$ cat src/rtl/flash_array_read_seq_if.sv
// Command/response channel bundle for the flash array read sequencer.
// Both channels use valid/ready: a transfer happens on the rising clock edge where valid
// and ready are both high; once valid is raised, the payload holds until that edge.
interface flash_array_read_seq_if #(
  parameter int N_BL  = 8,
  parameter int N_BLK = 2,
  parameter int N_WL  = 4
);
  localparam int BW = (N_BLK > 1) ? $clog2(N_BLK) : 1;
  localparam int WW = (N_WL > 1) ? $clog2(N_WL) : 1;

  logic              cmd_valid;
  logic              cmd_ready;
  logic [BW-1:0]     cmd_blk;
  logic [WW-1:0]     cmd_wl;
  logic              cmd_mlc;
  logic              rsp_valid;
  logic              rsp_ready;
  logic [2*N_BL-1:0] rsp_data;
  logic              rsp_err;

  modport master (
    output cmd_valid, cmd_blk, cmd_wl, cmd_mlc, rsp_ready,
    input  cmd_ready, rsp_valid, rsp_data, rsp_err
  );

  modport slave (
    input  cmd_valid, cmd_blk, cmd_wl, cmd_mlc, rsp_ready,
    output cmd_ready, rsp_valid, rsp_data, rsp_err
  );
endinterface

$ cat src/rtl/flash_array_read_seq.sv
// Timed read sequencer for the NAND cell array: select string/word line, precharge,
// one or two sense pulses, discharge, then hand the captured bit-line data back.
module flash_array_read_seq #(
  parameter int N_BL    = 8,
  parameter int N_BLK   = 2,
  parameter int N_WL    = 4,
  parameter int T_PRE   = 4,
  parameter int T_SENSE = 3
) (
  input  logic                  wb_clk_i,
  input  logic                  wb_rst_n_i,
  flash_array_read_seq_if.slave bus,
  input  logic                  abort_i,
  input  logic [N_BL-1:0]       sa_i,
  output logic                  busy_o,
  output logic [N_BLK-1:0]      ssl_o,
  output logic [N_BLK-1:0]      gsl_o,
  output logic [N_BLK*N_WL-1:0] wl_sel_o,
  output logic [N_BLK*N_WL-1:0] wl_pass_o,
  output logic                  sen1_o,
  output logic                  sen2_o,
  output logic                  out_en_o,
  output logic [2:0]            dbg_state_o
);
  localparam int BW    = (N_BLK > 1) ? $clog2(N_BLK) : 1;
  localparam int WW    = (N_WL > 1) ? $clog2(N_WL) : 1;
  localparam int T_MAX = (T_PRE > T_SENSE) ? T_PRE : T_SENSE;
  localparam int CW    = $clog2(T_MAX + 1);

  typedef enum logic [2:0] {
    S_IDLE  = 3'd0,
    S_SETUP = 3'd1,
    S_PRE   = 3'd2,
    S_SEN1  = 3'd3,
    S_SEN2  = 3'd4,
    S_DISCH = 3'd5,
    S_RESP  = 3'd6
  } state_t;

  state_t          state;
  state_t          state_nxt;
  logic [CW-1:0]   cnt;
  logic [BW-1:0]   blk_q;
  logic [WW-1:0]   wl_q;
  logic            mlc_q;
  logic            bad_q;

  logic            accept;
  logic            cmd_bad;
  logic            active;
  logic            abort_hit;
  logic            last_phase;
  logic [BW-1:0]   blk_n;
  logic [WW-1:0]   wl_n;
  logic            bad_n;
  logic            ctl_on;
  logic [N_BLK-1:0]      ssl_n;
  logic [N_BLK*N_WL-1:0] sel_n;
  logic [N_BLK*N_WL-1:0] pass_n;

  assign dbg_state_o = state;

  always_comb begin
    accept     = (state == S_IDLE) && bus.cmd_valid && bus.cmd_ready;
    cmd_bad    = (int'(bus.cmd_blk) >= N_BLK) || (int'(bus.cmd_wl) >= N_WL);
    active     = state inside {S_SETUP, S_PRE, S_SEN1, S_SEN2};
    // A bad-address command already heads for an error response; abort adds nothing.
    abort_hit  = active && abort_i && !((state == S_SETUP) && bad_q);
    last_phase = (cnt == '0);
  end

  always_comb begin
    state_nxt = state;
    case (state)
      S_IDLE:  if (accept) state_nxt = S_SETUP;
      S_SETUP: begin
        if (bad_q)          state_nxt = S_RESP;
        else if (abort_hit) state_nxt = S_DISCH;
        else                state_nxt = S_PRE;
      end
      S_PRE: begin
        if (abort_hit)       state_nxt = S_DISCH;
        else if (last_phase) state_nxt = S_SEN1;
      end
      S_SEN1: begin
        if (abort_hit)       state_nxt = S_DISCH;
        else if (last_phase) state_nxt = mlc_q ? S_SEN2 : S_DISCH;
      end
      S_SEN2: begin
        if (abort_hit)       state_nxt = S_DISCH;
        else if (last_phase) state_nxt = S_DISCH;
      end
      S_DISCH: state_nxt = S_RESP;
      S_RESP:  if (bus.rsp_valid && bus.rsp_ready) state_nxt = S_IDLE;
      default: state_nxt = S_IDLE;
    endcase
  end

  // Array controls are registered from the next state, so the address being accepted
  // this edge must be used directly rather than the latched copy.
  always_comb begin
    blk_n  = accept ? bus.cmd_blk : blk_q;
    wl_n   = accept ? bus.cmd_wl  : wl_q;
    bad_n  = accept ? cmd_bad     : bad_q;
    ctl_on = (state_nxt inside {S_SETUP, S_PRE, S_SEN1, S_SEN2}) && !bad_n;
    ssl_n  = '0;
    sel_n  = '0;
    pass_n = '0;
    for (int b = 0; b < N_BLK; b++) begin
      if (ctl_on && (int'(blk_n) == b)) begin
        ssl_n[b] = 1'b1;
        for (int w = 0; w < N_WL; w++) begin
          if (int'(wl_n) == w) sel_n[b*N_WL+w]  = 1'b1;
          else                 pass_n[b*N_WL+w] = 1'b1;
        end
      end
    end
  end

  always_ff @(posedge wb_clk_i or negedge wb_rst_n_i) begin
    if (!wb_rst_n_i) begin
      state         <= S_IDLE;
      cnt           <= '0;
      blk_q         <= '0;
      wl_q          <= '0;
      mlc_q         <= 1'b0;
      bad_q         <= 1'b0;
      bus.cmd_ready <= 1'b0;
      bus.rsp_valid <= 1'b0;
      bus.rsp_data  <= '0;
      bus.rsp_err   <= 1'b0;
      busy_o        <= 1'b0;
      ssl_o         <= '0;
      gsl_o         <= '0;
      wl_sel_o      <= '0;
      wl_pass_o     <= '0;
      sen1_o        <= 1'b0;
      sen2_o        <= 1'b0;
      out_en_o      <= 1'b0;
    end else begin
      state <= state_nxt;

      // Phase counter reloads on entry and parks at zero.
      if (state_nxt != state) begin
        case (state_nxt)
          S_PRE:          cnt <= CW'(T_PRE - 1);
          S_SEN1, S_SEN2: cnt <= CW'(T_SENSE - 1);
          default:        cnt <= '0;
        endcase
      end else if (cnt != '0) begin
        cnt <= cnt - CW'(1);
      end

      if (accept) begin
        blk_q        <= bus.cmd_blk;
        wl_q         <= bus.cmd_wl;
        mlc_q        <= bus.cmd_mlc;
        bad_q        <= cmd_bad;
        bus.rsp_data <= '0;
        bus.rsp_err  <= 1'b0;
      end else if (abort_hit) begin
        bus.rsp_data <= '0;
        bus.rsp_err  <= 1'b1;
      end else if ((state == S_SETUP) && bad_q) begin
        bus.rsp_err  <= 1'b1;
      end else if ((state == S_SEN1) && last_phase) begin
        bus.rsp_data[N_BL-1:0] <= sa_i;
      end else if ((state == S_SEN2) && last_phase) begin
        bus.rsp_data[2*N_BL-1:N_BL] <= sa_i;
      end

      bus.cmd_ready <= (state_nxt == S_IDLE);
      bus.rsp_valid <= (state_nxt == S_RESP);
      busy_o        <= (state_nxt != S_IDLE);
      ssl_o         <= ssl_n;
      gsl_o         <= ssl_n;
      wl_sel_o      <= sel_n;
      wl_pass_o     <= pass_n;
      sen1_o        <= (state_nxt == S_SEN1);
      sen2_o        <= (state_nxt == S_SEN2);
      out_en_o      <= (state_nxt == S_SEN1) || (state_nxt == S_SEN2);
    end
  end
endmodule

$ cat src/flat_wrapper.sv
// flat-port wrapper written by rule: the top's interface ports become plain ports
module flash_array_read_seq_flat 
#(
  parameter int N_BL    = 8,
  parameter int N_BLK   = 2,
  parameter int N_WL    = 4,
  parameter int T_PRE   = 4,
  parameter int T_SENSE = 3
)
  (wb_clk_i, wb_rst_n_i, abort_i, sa_i, busy_o, ssl_o, gsl_o, wl_sel_o, wl_pass_o, sen1_o, sen2_o, out_en_o, dbg_state_o, bus_cmd_valid, bus_cmd_blk, bus_cmd_wl, bus_cmd_mlc, bus_rsp_ready, bus_cmd_ready, bus_rsp_valid, bus_rsp_data, bus_rsp_err);
  flash_array_read_seq_if #(.N_BL(N_BL), .N_BLK(N_BLK), .N_WL(N_WL)) bus_i ();
  input  logic wb_clk_i;
  input  logic wb_rst_n_i;
  input  logic abort_i;
  input  logic [N_BL-1:0] sa_i;
  output logic busy_o;
  output logic [N_BLK-1:0] ssl_o;
  output logic [N_BLK-1:0] gsl_o;
  output logic [N_BLK*N_WL-1:0] wl_sel_o;
  output logic [N_BLK*N_WL-1:0] wl_pass_o;
  output logic sen1_o;
  output logic sen2_o;
  output logic out_en_o;
  output logic [2:0] dbg_state_o;
  input wire logic [$bits(bus_i.cmd_valid)-1:0] bus_cmd_valid;
  input wire logic [$bits(bus_i.cmd_blk)-1:0] bus_cmd_blk;
  input wire logic [$bits(bus_i.cmd_wl)-1:0] bus_cmd_wl;
  input wire logic [$bits(bus_i.cmd_mlc)-1:0] bus_cmd_mlc;
  input wire logic [$bits(bus_i.rsp_ready)-1:0] bus_rsp_ready;
  output wire logic [$bits(bus_i.cmd_ready)-1:0] bus_cmd_ready;
  output wire logic [$bits(bus_i.rsp_valid)-1:0] bus_rsp_valid;
  output wire logic [$bits(bus_i.rsp_data)-1:0] bus_rsp_data;
  output wire logic [$bits(bus_i.rsp_err)-1:0] bus_rsp_err;
  assign bus_i.cmd_valid = bus_cmd_valid;
  assign bus_i.cmd_blk = bus_cmd_blk;
  assign bus_i.cmd_wl = bus_cmd_wl;
  assign bus_i.cmd_mlc = bus_cmd_mlc;
  assign bus_i.rsp_ready = bus_rsp_ready;
  assign bus_cmd_ready = bus_i.cmd_ready;
  assign bus_rsp_valid = bus_i.rsp_valid;
  assign bus_rsp_data = bus_i.rsp_data;
  assign bus_rsp_err = bus_i.rsp_err;
  flash_array_read_seq #(.N_BL(N_BL), .N_BLK(N_BLK), .N_WL(N_WL), .T_PRE(T_PRE), .T_SENSE(T_SENSE)) u_core (.wb_clk_i(wb_clk_i), .wb_rst_n_i(wb_rst_n_i), .bus(bus_i), .abort_i(abort_i), .sa_i(sa_i), .busy_o(busy_o), .ssl_o(ssl_o), .gsl_o(gsl_o), .wl_sel_o(wl_sel_o), .wl_pass_o(wl_pass_o), .sen1_o(sen1_o), .sen2_o(sen2_o), .out_en_o(out_en_o), .dbg_state_o(dbg_state_o));
endmodule
$ cat config.mk
export PLATFORM = sky130hd
export DESIGN_NAME = flash_array_read_seq_flat
export DESIGN_NICKNAME = d
export VERILOG_FILES = /design/src/rtl/flash_array_read_seq_if.sv /design/src/rtl/flash_array_read_seq.sv /design/src/flat_wrapper.sv
export SDC_FILE = /design/constraint.sdc
export NUM_CORES = 1
export LEC_CHECK = 0
export ABC_AREA = 0
export BUFFER_PORTS_ARGS = -buffer_cell sky130_fd_sc_hd__buf_4
export CORE_UTILIZATION = 35
export CTS_BUF_LIST = sky130_fd_sc_hd__clkbuf_16
export DETAILED_ROUTE_END_ITERATION = 8
export GPL_ROUTABILITY_DRIVEN = 0
export HOLD_SLACK_MARGIN = 0.02
export PLACE_DENSITY_LB_ADDON = 0.1
export SETUP_SLACK_MARGIN = 0.02
export SYNTH_ARGS = -nofsm -noshare
export SYNTH_HDL_FRONTEND = slang
export SYNTH_SLANG_ARGS = --single-unit
export TNS_END_PERCENT = 5
$ cat constraint.sdc
create_clock -name wb_clk_i -period 4.6 [get_ports wb_clk_i]
set_input_delay 0.46 -clock wb_clk_i [delete_from_list [all_inputs] [get_ports wb_clk_i]]
set_output_delay 0.46 -clock wb_clk_i [all_outputs]
set_load 0.005 [all_outputs]
Yosys cells after proc, flatten, opt, wreduce, memory -nomap -nowiden
Index checks and enable logic that the tools add are counted.
{"block": "totals", "inputBits": 17, "ff_bits": 52, "output_inout_bits": 46}
{"block": "classes", "n_addsub": 1, "mux": 41, "bitwise": 1, "n_eq_ne": 17, "n_reduce_logical": 29}
{"operator": "two-way mux 16 bit", "n": 3}
{"operator": "two-way mux 3 bit", "n": 12}
{"operator": "two-way mux 8 bit", "n": 3}
{"operator": "case mux 3 bit (7 select lines)", "n": 1}
{"operator": "two-way mux 1 bit", "n": 16}
{"operator": "two-way mux 4 bit", "n": 4}
{"operator": "== test 3 bit, second input constant", "n": 5}
{"operator": "nonzero test 3 bit", "n": 5}
{"operator": "== test 3 x 2 -> 1 bit, second input constant", "n": 4}
{"operator": "logical AND 1 bit", "n": 11}
{"operator": "zero test 3 bit", "n": 3}
{"operator": "nonzero test 4 bit", "n": 2}
{"operator": "== test 3 x 1 -> 1 bit, second input constant", "n": 2}
{"operator": "inequality test 3 x 1 -> 1 bit, second input constant", "n": 2}
{"operator": "== test 2 bit, second input constant", "n": 2}
{"operator": "case mux 2 bit (2 select lines)", "n": 1}
{"operator": "inequality test 3 bit", "n": 1}
{"operator": "AND reduction 3 bit", "n": 1}
{"operator": "subtractor 3 x 1 -> 3 bit, second input constant", "n": 1}
{"operator": "== test 2 x 1 -> 1 bit, second input constant", "n": 1}
{"operator": "zero test 1 bit", "n": 2}
{"operator": "zero test 2 bit", "n": 1}
{"operator": "two-way mux 2 bit", "n": 1}
{"operator": "AND reduction 2 bit", "n": 1}
{"operator": "other kinds (4)", "n": 4}

Longest topological paths before layout
{"block": "logic_depth", "word_depth": 12, "depth_mapped": 10, "depth_no_buf": 9}

Worst setup path after synthesis
No wires, ideal clock.
{"block": "synth_timing", "kind": "flip-flop to flip-flop", "start": "reg u_core.cnt[0]", "end": "reg u_core.cnt[1]", "t_required_ns": 4.476, "path_slack_ns": 2.395, "period_less_slack_ns": 2.205, "stages_incl_launch_ff": 11, "arrival_time_ns": 2.081, "path_buffers": 1, "setup_time_ns": 0.124, "cell_sequence": "dfrtp_1 -> inv_1 -> ha_1 -> nor2b_1 -> buf_2 -> or4b_1 -> o211a_2 -> clkinv_2 -> nor4_4 -> o21bai_1 -> o31a_1"}
{"block": "synth_between", "elab_chain_cells": 8, "elab_cells_between_ends": 19}
{"element": "start: declaration", "line_no": "flash_array_read_seq.sv:42", "rtl": "logic [CW-1:0] cnt;"}
{"element": "start signal: assignment", "line_no": "flash_array_read_seq.sv:146", "rtl": "S_PRE: cnt <= CW'(T_PRE - 1);"}
{"element": "start signal: assignment", "line_no": "flash_array_read_seq.sv:147", "rtl": "S_SEN1, S_SEN2: cnt <= CW'(T_SENSE - 1);"}
{"element": "start signal: assignment", "line_no": "flash_array_read_seq.sv:151", "rtl": "cnt <= cnt - CW'(1);"}
{"element": "zero test 3 bit *", "line_no": "flash_array_read_seq.sv:69", "rtl": "last_phase = (cnt == '0);"}
{"element": "two-way mux 3 bit, on equally long branches", "line_no": "flash_array_read_seq.sv:91, flash_array_read_seq.sv:83, flash_array_read_seq.sv:87"}
{"element": "two-way mux 3 bit, on equally long branches", "line_no": "flash_array_read_seq.sv:90, flash_array_read_seq.sv:82, flash_array_read_seq.sv:86"}
{"element": "case mux 3 bit (7 select lines) *", "line_no": "flash_array_read_seq.sv:74", "rtl": "case (state)"}
{"element": "named net u_core.state_nxt[1]", "line_no": "flash_array_read_seq.sv:41", "rtl": "state_t state_nxt;"}
{"element": "== test 3 bit / == test 3 x 2 -> 1 bit (equally long branches)", "line_no": "flash_array_read_seq.sv:145", "rtl": "case (state_nxt)"}
{"element": "OR reduction 2 bit", "line_no": "flash_array_read_seq.sv:145"}
{"element": "case mux 2 bit (2 select lines)", "line_no": "flash_array_read_seq.sv:145"}
{"element": "two-way mux 3 bit", "line_no": "flash_array_read_seq.sv:144", "rtl": "if (state_nxt != state) begin"}
Mark *: on every way through the listed nets, which the timed path passes. The rest lies on a longest branch. The select of a mux whose other input is x is not followed.
A chain may end at the register's enable or synchronous reset.

Final worst setup path
{"block": "layout_timing", "start": "reg u_core.cnt[0]", "end": "reg u_core.wl_pass_o[3]"}
{"block": "layout_between", "elab_chain_cells": 9, "elab_cells_between_ends": 16}
{"element": "zero test 3 bit *", "line_no": "flash_array_read_seq.sv:69"}
{"element": "two-way mux 3 bit, on equally long branches", "line_no": "flash_array_read_seq.sv:91, flash_array_read_seq.sv:83, flash_array_read_seq.sv:87"}
{"element": "two-way mux 3 bit, on equally long branches", "line_no": "flash_array_read_seq.sv:90, flash_array_read_seq.sv:82, flash_array_read_seq.sv:86"}
{"element": "case mux 3 bit (7 select lines) *", "line_no": "flash_array_read_seq.sv:74"}
{"element": "named net u_core.state_nxt[1]", "line_no": "flash_array_read_seq.sv:41"}
{"element": "== test 3 x 1 -> 1 bit (tied with other cells)", "line_no": "flash_array_read_seq.sv:105", "rtl": "ctl_on = (state_nxt inside {S_SETUP, S_PRE, S_SEN1, S_SEN2}) && !bad_n;"}
{"element": "nonzero test 4 bit *", "line_no": "flash_array_read_seq.sv:105"}
{"element": "logical AND 1 bit *"}
{"element": "logical AND 1 bit *", "line_no": "flash_array_read_seq.sv:110", "rtl": "if (ctl_on && (int'(blk_n) == b)) begin"}
{"element": "two-way mux 4 bit *", "line_no": "flash_array_read_seq.sv:110"}
{"element": "named net u_core.pass_n[3]", "line_no": "flash_array_read_seq.sv:59", "rtl": "logic [N_BLK*N_WL-1:0] pass_n;"}
{"element": "end signal: assignment", "line_no": "flash_array_read_seq.sv:178", "rtl": "wl_pass_o <= pass_n;"}
{"element": "end: declaration", "line_no": "flash_array_read_seq.sv:19", "rtl": "output logic [N_BLK*N_WL-1:0] wl_pass_o,"}
Mark *: on every way through the listed nets, which the timed path passes. The rest lies on a longest branch.

==> summary.txt <==
Status: complete, but fails checks
Failing checks: design-rule violations
Clk Latency, worst-skew pair: 290 ps
Synth Cell Area: 2340 sq um
CP endpoint kind: flip-flop
Sw frac: 0.381
Peak supply drop: 0.000241 V
Util after Layout: 0.469
Warnings, synthesis: 0
Die area: 7030 sq um
Power per cell area: 724 nW/um^2
Clk slew on worst S/H paths: 70 ps
Final Skew: 5.16 ps
CP max FO: 10
Placed wire-length estimate: 3670 um
Post-synthesis sequential area ratio: 0.555
Synth unique cells: 47
Placement Rows: 29
Ys async rst share: 1.00
RSZ-0062 raised after global routing: no
Internal: 0.00135 W
Antenna-violating nets left: 0
Vias in the first global route: 1781
CTS tree: yes
Hold crit path type: primary input to asynchronous set/reset pin
GRT Overall Usage: 0.160
Slew Viols, Final: 0
Root buffer cell: clkbuf_16
TritonCTS buffer count: 5
Initial antenna violation count: 0
Combinational Power Share: 0.452
CTS Buffer Depth: 2
Clock share of power: 0.195
Setup Fix Bufs, Post-CTS: 0
Net Count, Synth: 243
Routed len/inst: 14.9 um
N_diodes: 0
H-tree levels: 2
Clock sink total: 52
CTS-repair resized insts: 0
Critical path launch point type: flip-flop
I/O Pins: 63
Crit path arrival time: 2890 ps
Die Ht: 83.8 um
Router iterations before antenna repair: 9
Number of port buffers: 62
Final Critical Period: 2730 ps
First-pass GRT wire length: 8820 um
Final instance area: 3010 sq um
Worst slew pin tran: 680 ps
Layout cells sized above 1: 0.290
Final nets: 301
Net switching power: 0.000831 W
Vias per cell: 5.01
CP Class: flip-flop to flip-flop
Synth Instances: 224
Fin. Hold Viols: 0
Relative slew slack: 0.544
FMAX: 0.366 GHz
Largest net degree at the start of global routing: 53
Area delta synth->final: 28.6%
DIE WIDTH: 83.8 um
Setup TNS: 0 ps
Endpoints failing setup: 0
Via count: 1804
Synth Flop Type: dfrtp_1
EDFF count, synth: 0
Initial core utilization: 0.365
Gr ovfl total: 0
Placed inst area: 2850 sq um
Seq cells post-synth: 52
Core area: 6420 sq um
Residual DRC count: 10
Crit share post-route: 0.594
Final wirelength: 5350 um
Initial DRC Count: 123
Flop pwr share: 0.352
Post-Syn Area per Cell: 10.5 sq um
Cts hold-fix bufs: 0
Worst Path Required: 4760 ps
Maxcap violations: 0
P_leak: 1.57 nW
==> critical path, cell delays in order (launching register included) <==
cell and delay, ps:
dfrtp_1 390, inv_1 90, ha_1 190, nor2b_1 550
or4b_1 200, o211a_2 220, clkinv_2 100, o31a_1 340
o211ai_2 420, nor2_1 100
==> flip-flops by register name, indices dropped and copies added, names as in the netlist <==
name and flops:
u_core.dbg_state_o 3, u_core.bus.rsp_data 16, u_core.sen1_o 1, u_core.bus.rsp_valid 1
u_core.wl_sel_o 8, u_core.bad_q 1, u_core.wl_pass_o 8, u_core.sen2_o 1
u_core.ssl_o 2, u_core.bus.rsp_err 1, u_core.busy_o 1, u_core.wl_q 2
u_core.blk_q 1, u_core.out_en_o 1, u_core.mlc_q 1, u_core.bus.cmd_ready 1
u_core.cnt 3
==> cell families (layout without fill, tap and decap cells) <==
logic type | Yosys count | in the layout | share of synthesized area
compound gates | 37 | 37 | 0.111
fa+ha+maj | 2 | 2 | 0.0107
flops | 52 | 52 | 0.555
simple gates | 92 | 92 | 0.197
buf+inv | 27 | 86 | 0.0561
mux | 12 | 12 | 0.0625
xor+xnor | 2 | 2 | 0.00748
==> layer usage <==
layer  up-vias  wire length (um)  track usage
met3         9               303       0.0346
met1       863              2420        0.217
li1        868                 -            -
met4         0                93       0.0611
met2        64              2530        0.250
met5         -                 0            0
==> final timing paths <==
| check | slack (ps) | to | from | cells after the start |
|---|---|---|---|---|
| worst max-delay path | 1870 | u_core.wl_pass_o[3] | u_core.cnt[0] | 9 |
| worst min-delay path | 190 | u_core.cnt[2] | wb_rst_n_i | 1 |
| worst max register to register | 1870 | u_core.wl_pass_o[3] | u_core.cnt[0] | 9 |
| worst min register to register | 520 | u_core.mlc_q | u_core.mlc_q | 2 |
| max in group asynchronous | 3950 | u_core.ssl_o[0] | wb_rst_n_i | 1 |
| min in group wb_clk_i | 370 | u_core.mlc_q | bus_cmd_mlc | 3 |
==> metrics by stage <==
stage,setup slack [ps],power (W),instances,hold WS (ps)
after floorplan,2390,0.00141,224,164
after global placement,1960,0.00176,352,498
after detailed placement,1890,0.00177,352,506
after CTS,1880,0.00221,360,235
after global routing,1620,0.00236,360,258
final,1870,0.00218,360,194
==> placed cells by master (no fill, tap or decap), drive strengths merged, types with 4 or more instances in the layout <==
cell type / instances
nand2b: 5
a21oi: 15
nand2: 23
clkbuf: 5
nor2: 29
o21ai: 4
inv: 16
nand3: 12
dfrtp: 52
buf: 63
mux2i: 11
and2: 9
==> layout make-up <==
type | count | area, sq um
clock inverter | 3 | 42.5
multi-input combinational | 145 | 917
fill | 630 | 3410
timing repair buffer | 63 | 473
sequential | 52 | 1300
clock buffer | 5 | 125
inverter | 15 | 57.6
tap | 77 | 96.3
==> power by group through the flow <==
| stage | clock network (W) | registers [W] | logic, W |
|---|---|---|---|
| final | 0.000426 | 0.000768 | 0.000987 |
| after global routing | 0.000456 | 0.000795 | 0.00111 |
| after CTS | 0.000439 | 0.000770 | 0.000996 |
| after detailed placement | 0 | 0.000776 | 0.000996 |
| after global placement | 0 | 0.000778 | 0.000987 |
| after floorplan | 0 | 0.000724 | 0.000689 |
==> cells in the mapped netlist (2+ instances only) <==
| library cell | n | area [sq um] |
|---|---|---|
| o21ai_1 | 2 | 10.0 |
| xnor2_1 | 2 | 17.5 |
| nor2_1 | 29 | 109 |
| dfrtp_1 | 52 | 1300 |
| o31a_1 | 2 | 17.5 |
| nand2_1 | 23 | 86.3 |
| mux2i_1 | 9 | 90.1 |
| nor3_2 | 2 | 20.0 |
| buf_4 | 4 | 30.0 |
| buf_2 | 5 | 25.0 |
| clkbuf_1 | 2 | 7.51 |
| nand2b_1 | 5 | 31.3 |
| o21ai_0 | 2 | 10.0 |
| inv_1 | 13 | 48.8 |
| a21oi_1 | 15 | 75.1 |
| nand3_1 | 12 | 60.1 |
| a311oi_1 | 2 | 17.5 |
| o211ai_1 | 2 | 15.0 |
| nor2b_1 | 3 | 18.8 |
| and2_1 | 9 | 56.3 |
| ha_1 | 2 | 25.0 |
| mux2i_4 | 2 | 45.0 |
Power figures use the tool's default switching activity.
